`src/rtl/neuron_input_loader_pkg.sv`:
```
// rtl/neuron_input_loader_pkg.sv - shared fixed-point element definitions used by neuron and its loader
package neuron_input_loader_pkg;

  // Q(INTEGER_WIDTH).(FRACTION_WIDTH) signed fixed-point sample
  localparam int INTEGER_WIDTH  = 8;
  localparam int FRACTION_WIDTH = 8;
  localparam int FIXED_WIDTH    = INTEGER_WIDTH + FRACTION_WIDTH;

  // Element type shared by the neuron inputs and the loader lanes
  typedef logic signed [FIXED_WIDTH-1:0] fixed_t;

endpackage

```
`src/rtl/neuron_input_loader.sv`:
```
// rtl/neuron_input_loader.sv - packs a serial sample stream into the parallel neuron input vector
module neuron_input_loader
  import neuron_input_loader_pkg::*;
#(
  parameter int NUM_INPUTS = 4
) (
  input  logic                     clock,
  input  logic                     reset,
  input  fixed_t                   in_data,
  input  logic                     in_valid,
  input  logic                     in_last,
  output logic                     in_ready,
  output fixed_t [NUM_INPUTS-1:0]  inputs,
  output logic                     inputs_ready,
  input  logic                     output_ready
);

  localparam int CW = $clog2(NUM_INPUTS + 1);
  localparam logic [CW-1:0] LAST_IDX = CW'(NUM_INPUTS - 1);

  typedef enum logic {
    S_FILL    = 1'b0,
    S_PRESENT = 1'b1
  } state_t;

  state_t                  state;
  state_t                  state_next;
  logic [CW-1:0]           count;
  fixed_t [NUM_INPUTS-1:0] lanes;

  // A sample is taken only while filling; the vector closes on the last lane or on in_last
  logic take;
  logic fill_done;

  assign take      = (state == S_FILL) && in_valid;
  assign fill_done = take && (in_last || (count == LAST_IDX));

  // State register, write pointer and lane storage
  always_ff @(posedge clock or negedge reset) begin
    if (!reset) begin
      state <= S_FILL;
      count <= '0;
      lanes <= '0;
    end else begin
      state <= state_next;
      if (take) begin
        count <= count + CW'(1);
        for (int i = 0; i < NUM_INPUTS; i++) begin
          if (CW'(i) == count) begin
            lanes[i] <= in_data;
          end else if (fill_done && (CW'(i) > count)) begin
            // Short vector: lanes past the final sample must not leak the previous vector
            lanes[i] <= '0;
          end
        end
      end else if ((state == S_PRESENT) && output_ready) begin
        count <= '0;
      end
    end
  end

  // Next-state decode: output_ready only matters once the vector is presented
  always_comb begin
    state_next = state;
    case (state)
      S_FILL:    if (fill_done)    state_next = S_PRESENT;
      S_PRESENT: if (output_ready) state_next = S_FILL;
      default:                     state_next = S_FILL;
    endcase
  end

  // Outputs are pure state decodes; in_ready is held low while reset is asserted
  assign in_ready     = reset && (state == S_FILL);
  assign inputs_ready = (state == S_PRESENT);
  assign inputs       = lanes;

endmodule

```
`config.mk`:
```
export PLATFORM = sky130hd
export DESIGN_NAME = neuron_input_loader
export DESIGN_NICKNAME = d
export VERILOG_FILES = /design/src/rtl/neuron_input_loader_pkg.sv /design/src/rtl/neuron_input_loader.sv
export SDC_FILE = /design/constraint.sdc
export NUM_CORES = 1
export LEC_CHECK = 0
export CAP_MARGIN = 30
export CORE_ASPECT_RATIO = 0.7
export CORE_MARGIN = 4
export CORE_UTILIZATION = 35
export CTS_CLUSTER_DIAMETER = 100
export DETAILED_ROUTE_END_ITERATION = 8
export PLACE_DENSITY = 0.7
export SETUP_SLACK_MARGIN = 0.02
export SYNTH_ARGS = -nofsm -noshare
export SYNTH_HDL_FRONTEND = slang
export SYNTH_SLANG_ARGS = --single-unit
```
`constraint.sdc`:
```
create_clock -name clock -period 1.7 [get_ports clock]
set_input_delay 0.34 -clock clock [delete_from_list [all_inputs] [get_ports clock]]
set_output_delay 0.34 -clock clock [all_outputs]
set_load 0.1 [all_outputs]
```
## Word-level counts from Yosys, hierarchy flattened

Index checks and enable logic that the tools add are counted.

| storage, ports and cells | value |
|---|---|
| logic and storage cells | 48 |
| flip-flop bits (word level) | 68 |
| output and inout port bits | 66 |

| operators by class | value |
|---|---|
| reductions and logical operators | 19 |
| equality and inequality tests | 4 |
| $add $sub $neg | 1 |
| muxes and demuxes | 13 |
| magnitude comparators | 4 |
| bitwise gates (word level) | 1 |

Operators by type and width:

| operator | count |
|---|---|
| 2-to-1 mux 16 bit | 8 |
| nonzero test 2 bit | 5 |
| logical AND 1 bit | 8 |
| AND reduction 2 bit | 4 |
| == test 2 x 3 -> 1 bit (first input constant) | 2 |
| greater-than comparator 1 x 3 -> 1 bit (first input constant) | 2 |
| greater-than comparator 2 x 3 -> 1 bit (first input constant) | 2 |
| 2-to-1 mux 3 bit | 2 |
| adder 3 x 1 -> 3 bit (second input constant) | 1 |
| == test 1 x 3 -> 1 bit (first input constant) | 1 |
| == test 3 x 2 -> 1 bit (second input constant) | 1 |
| zero test 3 bit | 1 |
| 2-to-1 mux 1 bit | 2 |
| one-hot mux 1 bit (2 select lines) | 1 |
| logical OR 1 bit | 1 |
| NOT 1 bit | 1 |

## Logic depth before layout (Yosys ltp)

Gate-level depths: netlist of the first run.

| logic depth | value |
|---|---|
| depth in word-level cells | 6 |
| depth in mapped cells | 7 |

## Least setup slack after synthesis of the first run

Ideal clock, no wire load.

| timing | value |
|---|---|
| path kind | register -> output |
| from | reg state (netlist: inputs_ready) |
| to | out in_ready |
| data arrival time | 2,387 ps |
| path buffers | 1 |
| slack | -1,027 ps |
| cell stages (with the launch flop) | 3 |
| cell sequence | dfrtp_1 buf_2 nor2b_1 |

| between the ends | value |
|---|---|
| longest elaborated chain between the ends | 2 |

RTL lines:

| item | line | source |
|---|---|---|
| start, declared | neuron_input_loader.sv:26 | `state_t state;` |
| start signal, assigned | neuron_input_loader.sv:45 | `state <= state_next;` |
| NOT 1 bit | -- |  |
| logical AND 1 bit | neuron_input_loader.sv:73 | `assign in_ready = reset && (state == S_FILL);` |
| end, declared | neuron_input_loader.sv:12 | `output logic in_ready,` |

No other way between the ends.

## Worst setup path in the final report of the first run

| timing | value |
|---|---|
| from | reg count[1] |
| to | reg lanes, in the netlist inputs[62] |

| between the ends | value |
|---|---|
| longest elaborated chain between the ends | 6 |
| elaborated cells on any way between the ends | 9 |

RTL lines:

| item | line | source |
|---|---|---|
| start, declared | neuron_input_loader.sv:28 | `logic [CW-1:0] count;` |
| start signal, assigned | neuron_input_loader.sv:47 | `count <= count + CW'(1);` |
| parallel branches: the longest is 6 deep, another holds greater-than comparator 2 x 3 -> 1 bit | -- |  |
| end signal, assigned by index | neuron_input_loader.sv:50 | `lanes[i] <= in_data;` |
| end, declared | neuron_input_loader.sv:29 | `fixed_t [NUM_INPUTS-1:0] lanes;` |

Several ways; the timed one is not identified.
A chain may end at the register's enable or synchronous reset.

==> results of run 1 <==
[sequential cells by signal, summed over array words and instances (netlist names)]
register      flops
count             3
inputs           64
inputs_ready      1
[worst min-delay path by stage]
stage                from  slack, ns  depth (start not counted)       end
detailed placement  reset       0.41                          2  count[2]
global route        reset       0.07                          2  count[2]
finish              reset       0.04                          2  count[2]
floorplan           reset       0.04                          0  count[0]
CTS                 reset       0.06                          2  count[0]
global placement    reset       0.42                          2  count[2]
[stage by stage]
step | setup TNS [ns] | cell area [µm²]
after global placement | -1.69 | 4590
final | 0 | 4940
after global routing | 0 | 4940
after detailed placement | -2.40 | 4590
after CTS | 0 | 4940
after floorplan | -1.13 | 2840
[worst register-to-register path, cell delays in order (launching register included)]
cell     delay, ns
dfrtp_1       0.52
nand2_2       0.22
a211o_2       0.52
a21o_1        0.23
[timing repair]
item                       in CTS  in global routing
hold buffers                    0                  0
gates resized for setup         1                  1
setup endpoints to repair       8                  1
cloned                          0                  0
[cells by family after synthesis]
| logic type | after synthesis | synth area share |
|---|---|---|
| compound gates | 73 | 0.187 |
| flops | 68 | 0.606 |
| simple gates | 60 | 0.127 |
| buf+inv | 40 | 0.0641 |
| fa+ha+maj | 3 | 0.0134 |
| mux | 1 | 0.00356 |
[per-layer routing]
metal | routed length [µm] | track usage | vias to the layer above
met1 | 3820 | 0.257 | 1184
met2 | 3900 | 0.259 | 90
met4 | 36 | 0.0522 | 0
met5 | 0 | 0 | -
met3 | 765 | 0.0859 | 4
li1 | - | - | 1077
[layout make-up]
class                      instances  area [µm²]  area share
tap                              101         126      0.0256
sequential                        68        1710       0.345
clock buffer                      10         239      0.0484
timing repair buffer             106        1740       0.352
clock inverter                     6         111      0.0225
multi-input combinational        137         942       0.191
inverter                          20        75.1      0.0152
[cell usage after synthesis, types with 2 or more instances]
cell type,number
a21o_1,16
a22o_1,16
buf_2,9
buf_6,2
clkbuf_1,8
dfrtp_1,68
ha_1,3
inv_1,20
nand2_1,34
nand4bb_1,2
nor2b_1,2
nor4_1,16
nor4b_4,2
o21ai_0,2
o22ai_1,33
==> metrics.yaml, run 1 <==
max_stage_delay_ns: 0.52
critPathSlowestCell: "dfrtp_1"
core-area_um2: 7840
synth_cells: 245
critPathTopFamily: "compound AO/OA/AOI/OAI gates"
area_delta_synth_final_pct: 75.9
cts_max_level: 3
slew_viol_final: 0
synthFlopType: "dfrtp_1"
grt_pass1_vias: 2419
worstPathMaxFanout: 16
yosysWarnings: 0
synthArstFlopShare: 1.00
path_class: "register to register"
die_h_um: 83.0
std_cell_rows: 27
grt_usage: 0.185
critPathLaunch: "count[1]"
final_common_cell: "buf_12"
ff2ff_path_depth: 3
most-common-layout-cells: "72 x buf_12, 66 x dfrtp_1, 34 x nand2_1"
dp_cells: 432
min_period_ns: 1.61
whs_ns: 0.0427
fin_cells: 448
post_drt_via_cell_ratio: 5.26
place_hpwl_mm: 6.00
clock_sinks: 68
num-fill-cells: 610
wl_mm: 8.52
routedWlPerCell_um: 19.0
reg2reg_to: "inputs[62]"
outcome: "completed"
hold_violations: 0
ys_seq_area_frac: 0.606
port_buffers: 86
endpoint: "inputs[62]"
initial_core_util: 0.358
grt_overflow: 0
clock-root-buffer: "clkbuf_16"
crit_arrival_ns: 1.82
synth.area.top_cells: "dfrtp_1 61%, o22ai_1 7.3%, a22o_1 5.0%, nand2_1 4.5%, a21o_1 4.3%"
final_util: 0.631
synth.top_cell.area_share: 0.606
cts_tree: "done"
dieWidth_um: 115
dieArea_um2: 9550
avgSynthCellArea_um2: 11.5
ant_nets: 0
drc_errors: 0
grt_max_degree: 69
mappedNetlistArea_um2: 2810
place_congestion: 0.780
r2r_start: "count[1]"
synth_top_area_cell: "dfrtp_1"
antennaDiodeCount: 0
ys_types: 27
r2r_setup_slack_ns: 0.09
synth_edf_count: 0
clkSlewWorstSetupHoldPaths_ns: 0.06
worst_slack_ns: 0.0912
cp.depth: 3
cp_cell_sequence: "nand2_2 -> a211o_2 -> a21o_1"
grt_pass1_wl_mm: 13.6
setup_viol: 0
worstSetupStartpointType: "register"
clock_latency_ns: 0.33
required_ns: 1.92
post-cts-setup-buffer-count: 0
io_pins: 87
critPathBufInv: 0
pre_cts_ws_ns: -0.136
first_pass_iters: 4
fin_skew_ns: 0.00605
drive_gt1_frac: 0.326
rsz0062_at_grt: "false"
worst_pin_slew_ns: 0.472
synth_fp_nets: 269
synth.ff_latch_count: 68
cts_buffer_depth: 2
numCtsBuffers: 9
final_nets: 366
vias: 2355
post-route-period-util: 0.946
cap_violations: 0
fmax_mhz: 622
hold_class: "input pin to asynchronous set/reset pin"
drt_iter0_drc: 124
endpoint_kind: "register"
relSlewSlack: 0.685
antenna_found_initial: 0
Power of run 1 is not shown: default switching activity piles up to over one toggle a cycle in this logic, so the estimate is an artifact.
==> inputs of run 2 (changes only) <==
--- a/config.mk
+++ b/config.mk
@@ -11,7 +11,8 @@
 export CORE_UTILIZATION = 35
 export CTS_CLUSTER_DIAMETER = 100
 export DETAILED_ROUTE_END_ITERATION = 8
-export PLACE_DENSITY = 0.7
+export DONT_BUFFER_PORTS = 1
+export PLACE_DENSITY = 0.56
 export SETUP_SLACK_MARGIN = 0.02
 export SYNTH_ARGS = -nofsm -noshare
 export SYNTH_HDL_FRONTEND = slang
==> metrics.yaml, run 2 (synthesized netlist as in run 1, its figures left out) <==
placed_cell_area_um2: 3480  # -24%
first_pass_iters: 4  # unchanged
endpoint_kind: "output pin"
stdcell_area_um2: 3780  # -23%
grt_pass1_wl_mm: 12.5  # -8.0%
cts_buffer_depth: 2  # unchanged
worstSetupStartpointType: "register"
wl_mm: 7.81  # -8.3%
dieArea_um2: 9550  # unchanged
post-route-period-util: 0.949  # +0.00283
place_congestion: 0.858  # +10%
wl_met1_mm: 3.38  # -11%
fin_skew_ns: 0.00613  # +0.0000865 ns
cp.depth: 3  # unchanged
ant_nets: 0  # unchanged
post_drt_via_cell_ratio: 5.23  # -0.56%
final_common_cell: "buf_4"
antenna_found_initial: 0  # unchanged
drt_iter0_drc: 119  # -4.0%
grt_usage: 0.170  # -0.0155
r2r_setup_slack_ns: 0.14  # +0.05 ns
hold_class: "input pin to asynchronous set/reset pin"
rsz0062_at_grt: "false"
r2r_start: "inputs_ready"
clock-root-buffer: "clkbuf_16"
outcome: "complete, but fails checks"
place_hpwl_mm: 5.56  # -7.2%
reg2reg_to: "inputs[55]"
cp_cell_sequence: "buf_4 -> nor2b_4 -> buf_12"
worst_pin_slew_ns: 0.541  # +0.0689 ns
numCtsBuffers: 9  # unchanged
most-common-layout-cells: "84 x buf_4, 66 x dfrtp_1, 34 x nand2_1"
std_cell_rows: 27  # unchanged
die_h_um: 83.0  # unchanged
port_buffers: 0  # -100%
wl_met2_mm: 3.55  # -9.0%
critPathBufInv: 2  # +2
grt_pass1_vias: 2262  # -6.5%
initial_core_util: 0.358  # unchanged
area_delta_synth_final_pct: 34.7
clock_latency_ns: 0.33  # about the same
slew_viol_final: 0  # unchanged
antennaDiodeCount: 0  # unchanged
critPathSlowestCell: "dfrtp_4"
grt_overflow: 0  # unchanged
violations: "negative hold slack"
routedWlPerCell_um: 18.3  # -3.7%
critPathLaunch: "inputs_ready"
required_ns: 1.36  # -0.56 ns
vias: 2232  # -5.2%
worstPathMaxFanout: 6  # -10
whs_ns: -0.290  # -0.333 ns
critPathTopFamily: "flip-flops"
clock_sinks: 68  # unchanged
dieWidth_um: 115  # unchanged
path_class: "register to output pin"
max_stage_delay_ns: 0.47  # -0.05 ns
largest_register_ffs: 64  # unchanged
clkSlewWorstSetupHoldPaths_ns: 0.05  # about the same
crit_arrival_ns: 1.27  # -0.55 ns
cts_tree: "done"
ff2ff_path_depth: 3  # unchanged
fmax_mhz: 620  # -0.30%
wl_met3_um: 774  # +1.2%
top_layer: "met4"
drc_errors: 0  # unchanged
io_pins: 87  # unchanged
grt_max_degree: 70  # +1.4%
core-area_um2: 7840  # unchanged
endpoint: "in_ready"
cap_violations: 0  # unchanged
cts_max_level: 3  # unchanged
min_period_ns: 1.61  # +0.00481 ns
drive_gt1_frac: 0.331  # +0.00564
hold_violations: 68  # +68
relSlewSlack: 0.639  # -0.0459
setup_viol: 0  # unchanged
final_nets: 345  # -5.7%
## run 2: cell count changes in the layout (fill, tap and decap cells not counted), moves of 2 or more
cell             before  now
buf_12               72    1
buf_4                14   84
bufinv_16             3    1
clkbuf_1              0    2
clkdlybuf4s50_1      19    0
clkinv_2              1    3
## run 2: routing by layer
layer	up-vias	GRT usage
met4	0	0.0490
met1	1110	0.224
met3	11	0.0801
met2	71	0.248
li1	1040	-
met5	-	0
## run 2: through the flow
stage / hold WS, ns / setup WS, ns / TNS [ns] / instances / util
2_1_floorplan: 0.0444 / -0.113 / -1.13 / 245 / -
3_3_place_gp: 0.0480 / 0.0798 / 0 / 409 / 0.444
3_5_place_dp: 0.0481 / 0.0615 / 0 / 409 / 0.444
4_1_cts: -0.304 / 0.0580 / 0 / 425 / 0.481
5_1_grt: -0.307 / 0.0501 / 0 / 427 / 0.483
6_report: -0.290 / 0.0864 / 0 / 427 / 0.483
## run 2: layout make-up
cell class	instances	area, µm²
tap	101	126
sequential	68	1710
clock inverter	5	52.6
inverter	20	75.1
timing repair buffer	85	651
fill	723	4050
multi-input combinational	137	941
clock buffer	11	233
## run 2: how the worst min path moves through the flow
stage                       to  slack, ns  cells past startpoint
global placement     inputs[0]       0.05                      0
finish               inputs[3]      -0.29                      0
CTS                 inputs[13]      -0.30                      0
global route        inputs[40]      -0.31                      0
floorplan             count[0]       0.04                      0
detailed placement   inputs[1]       0.05                      0
## run 2: worst register-to-register path: cells and delay by family (launching register included)
kind | cells | cell delay (ns)
simple gates | 1 | 0.23
compound gates | 2 | 0.75
flops | 1 | 0.47
## run 2: timing repair
action                                  CTS  global route
buffers inserted                          0             2
hold endpoints to repair                 68            68
gates resized for setup                   0             1
endpoints found under the setup margin    0            14
Power of run 2 is left out for the same reason.
==> inputs of run 3 (changes only) <==
--- a/config.mk
+++ b/config.mk
@@ -12,7 +12,7 @@
 export CTS_CLUSTER_DIAMETER = 100
 export DETAILED_ROUTE_END_ITERATION = 8
 export DONT_BUFFER_PORTS = 1
-export PLACE_DENSITY = 0.56
+export PLACE_DENSITY = 0.58
 export SETUP_SLACK_MARGIN = 0.02
 export SYNTH_ARGS = -nofsm -noshare
 export SYNTH_HDL_FRONTEND = slang
==> constraint.sdc (replaced) <==
create_clock -name clock -period 1.3 [get_ports clock]
set_input_delay 0.26 -clock clock [delete_from_list [all_inputs] [get_ports clock]]
set_output_delay 0.26 -clock clock [all_outputs]
set_load 0.1 [all_outputs]
==> metrics.yaml, run 3 (synthesized netlist as in run 1, its figures left out) <==
dieWidth_um: 115  # unchanged
worst_pin_slew_ns: 0.307  # -0.233 ns
clock_sinks: 68  # unchanged
grt_pass1_vias: 2493  # +10%
initial_core_util: 0.358  # unchanged
drive_gt1_frac: 0.573  # +0.241
clkSlewWorstSetupHoldPaths_ns: 0.06  # about the same
wl_mm: 8.86  # +13%
antennaDiodeCount: 0  # unchanged
slew_viol_final: 0  # unchanged
cts_buffer_depth: 2  # unchanged
routedWlPerCell_um: 19.6  # +7.1%
hold_class: "input pin to asynchronous set/reset pin"
whs_ns: -0.371  # -0.0813 ns
worst_slack_ns: -0.223  # -0.309 ns
drt_iter0_drc: 78  # -34%
min_period_ns: 1.52
reg2reg_to: "inputs[9]"
std_cell_rows: 27  # unchanged
crit_arrival_ns: 1.26  # about the same
endpoint_kind: "output pin"
largest_register_ffs: 64  # unchanged
grt_max_degree: 70  # unchanged
final_common_cell: "dfrtp_1"
most-common-layout-cells: "63 x dfrtp_1, 45 x buf_4, 28 x buf_6, 28 x buf_12, 26 x o22ai_2"
fmax_mhz: 657
cts_tree: "done"
ant_nets: 0  # unchanged
antenna_found_initial: 0  # unchanged
hold_violations: 68  # unchanged
r2r_setup_slack_ns: -0.17  # -0.31 ns
cts_max_level: 3  # unchanged
clock_latency_ns: 0.33  # about the same
stdcell_area_um2: 4940  # +30%
final_nets: 370  # +7.2%
path_class: "register to output pin"
numCtsBuffers: 9  # unchanged
outcome: "complete, but fails checks"
grt_overflow: 0  # unchanged
placed_cell_area_um2: 3910  # +12%
place_hpwl_mm: 5.86  # +5.3%
fin_skew_ns: 0.00518  # -0.000958 ns
post_drt_via_cell_ratio: 5.32  # +1.7%
required_ns: 1.04  # -0.32 ns
violations: "negative hold slack, negative setup slack"
grt_pass1_wl_mm: 13.6  # +9.0%
port_buffers: 0  # unchanged
clock-root-buffer: "clkbuf_16"
setup_viol: 66  # +66
ff2ff_path_depth: 6  # +3
grt_usage: 0.185  # +0.0150
die_h_um: 83.0  # unchanged
vias: 2404  # +7.7%
relSlewSlack: 0.795  # +0.156
worstPathMaxFanout: 6  # unchanged
rsz0062_at_grt: "true"
area_delta_synth_final_pct: 75.8
num-fill-cells: 582  # -20%
cap_violations: 0  # unchanged
first_pass_iters: 4  # unchanged
worstSetupStartpointType: "register"
drc_errors: 0  # unchanged
place_congestion: 0.822  # -4.3%
io_pins: 87  # unchanged
core-area_um2: 7840  # unchanged
dieArea_um2: 9550  # unchanged
post-route-period-util: 1.17
r2r_start: "count[0]"
-- run 3: changes by cell type in the layout (fill, tap and decap cells not counted), moves of 3 or more --
cell / delta
buf_6: +28
buf_4: -39
o22ai_2: +26
dfrtp_2: +3
o22ai_1: -28
nand2_1: -25
nand2_4: +10
buf_8: +7
buf_12: +27
nand2_2: +15
dfrtp_1: -3
-- run 3: area by class of cell --
class | count | area [µm²] | area share
Clock buffer | 9 | 225 | 0.0456
Clock inverter | 7 | 91.3 | 0.0185
Inverter | 20 | 75.1 | 0.0152
Multi-Input combinational cell | 137 | 1340 | 0.272
Sequential cell | 68 | 1710 | 0.346
Tap cell | 101 | 126 | 0.0256
Timing Repair Buffer | 110 | 1370 | 0.277
-- run 3: worst max path at each step --
stage                  from          to  depth (start not counted)
6_report       inputs_ready    in_ready                          3
5_1_grt        inputs_ready    in_ready                          3
4_1_cts        inputs_ready    in_ready                          3
3_5_place_dp       count[0]   inputs[1]                          6
3_3_place_gp       count[0]   inputs[5]                          6
2_1_floorplan  inputs_ready  inputs[37]                          6
-- run 3: routing by layer --
layer	routed length (µm)	vias to the layer above	GRT usage
li1	-	1086	-
met1	3890	1231	0.243
met2	4120	76	0.278
met3	693	11	0.0699
met4	154	0	0.0672
met5	0	-	0
-- run 3: per-stage QoR --
step                cells  utilization  TNS [ns]  setup slack, ns
global route          452        0.630    -10.08           -0.265
finish                452        0.630     -7.15           -0.223
detailed placement    423        0.499     -7.83           -0.214
global placement      423        0.499     -5.22           -0.129
CTS                   445        0.581     -5.84           -0.227
floorplan             245            -    -24.47           -0.512
-- run 3: what timing repair did --
action,in CTS,in global routing
gates cloned,2,3
setup endpoints to repair,66,73
endpoints found under the hold margin,68,68
setup buffers,4,4
gates resized for setup,55,79
pin swaps,13,44
-- run 3: critical path, cell delays in order (launching register included) --
cell and delay [ns]:
dfrtp_4 0.49, buf_6 0.14, nor2b_4 0.12, buf_12 0.18
Power of run 3 is left out for the same reason.
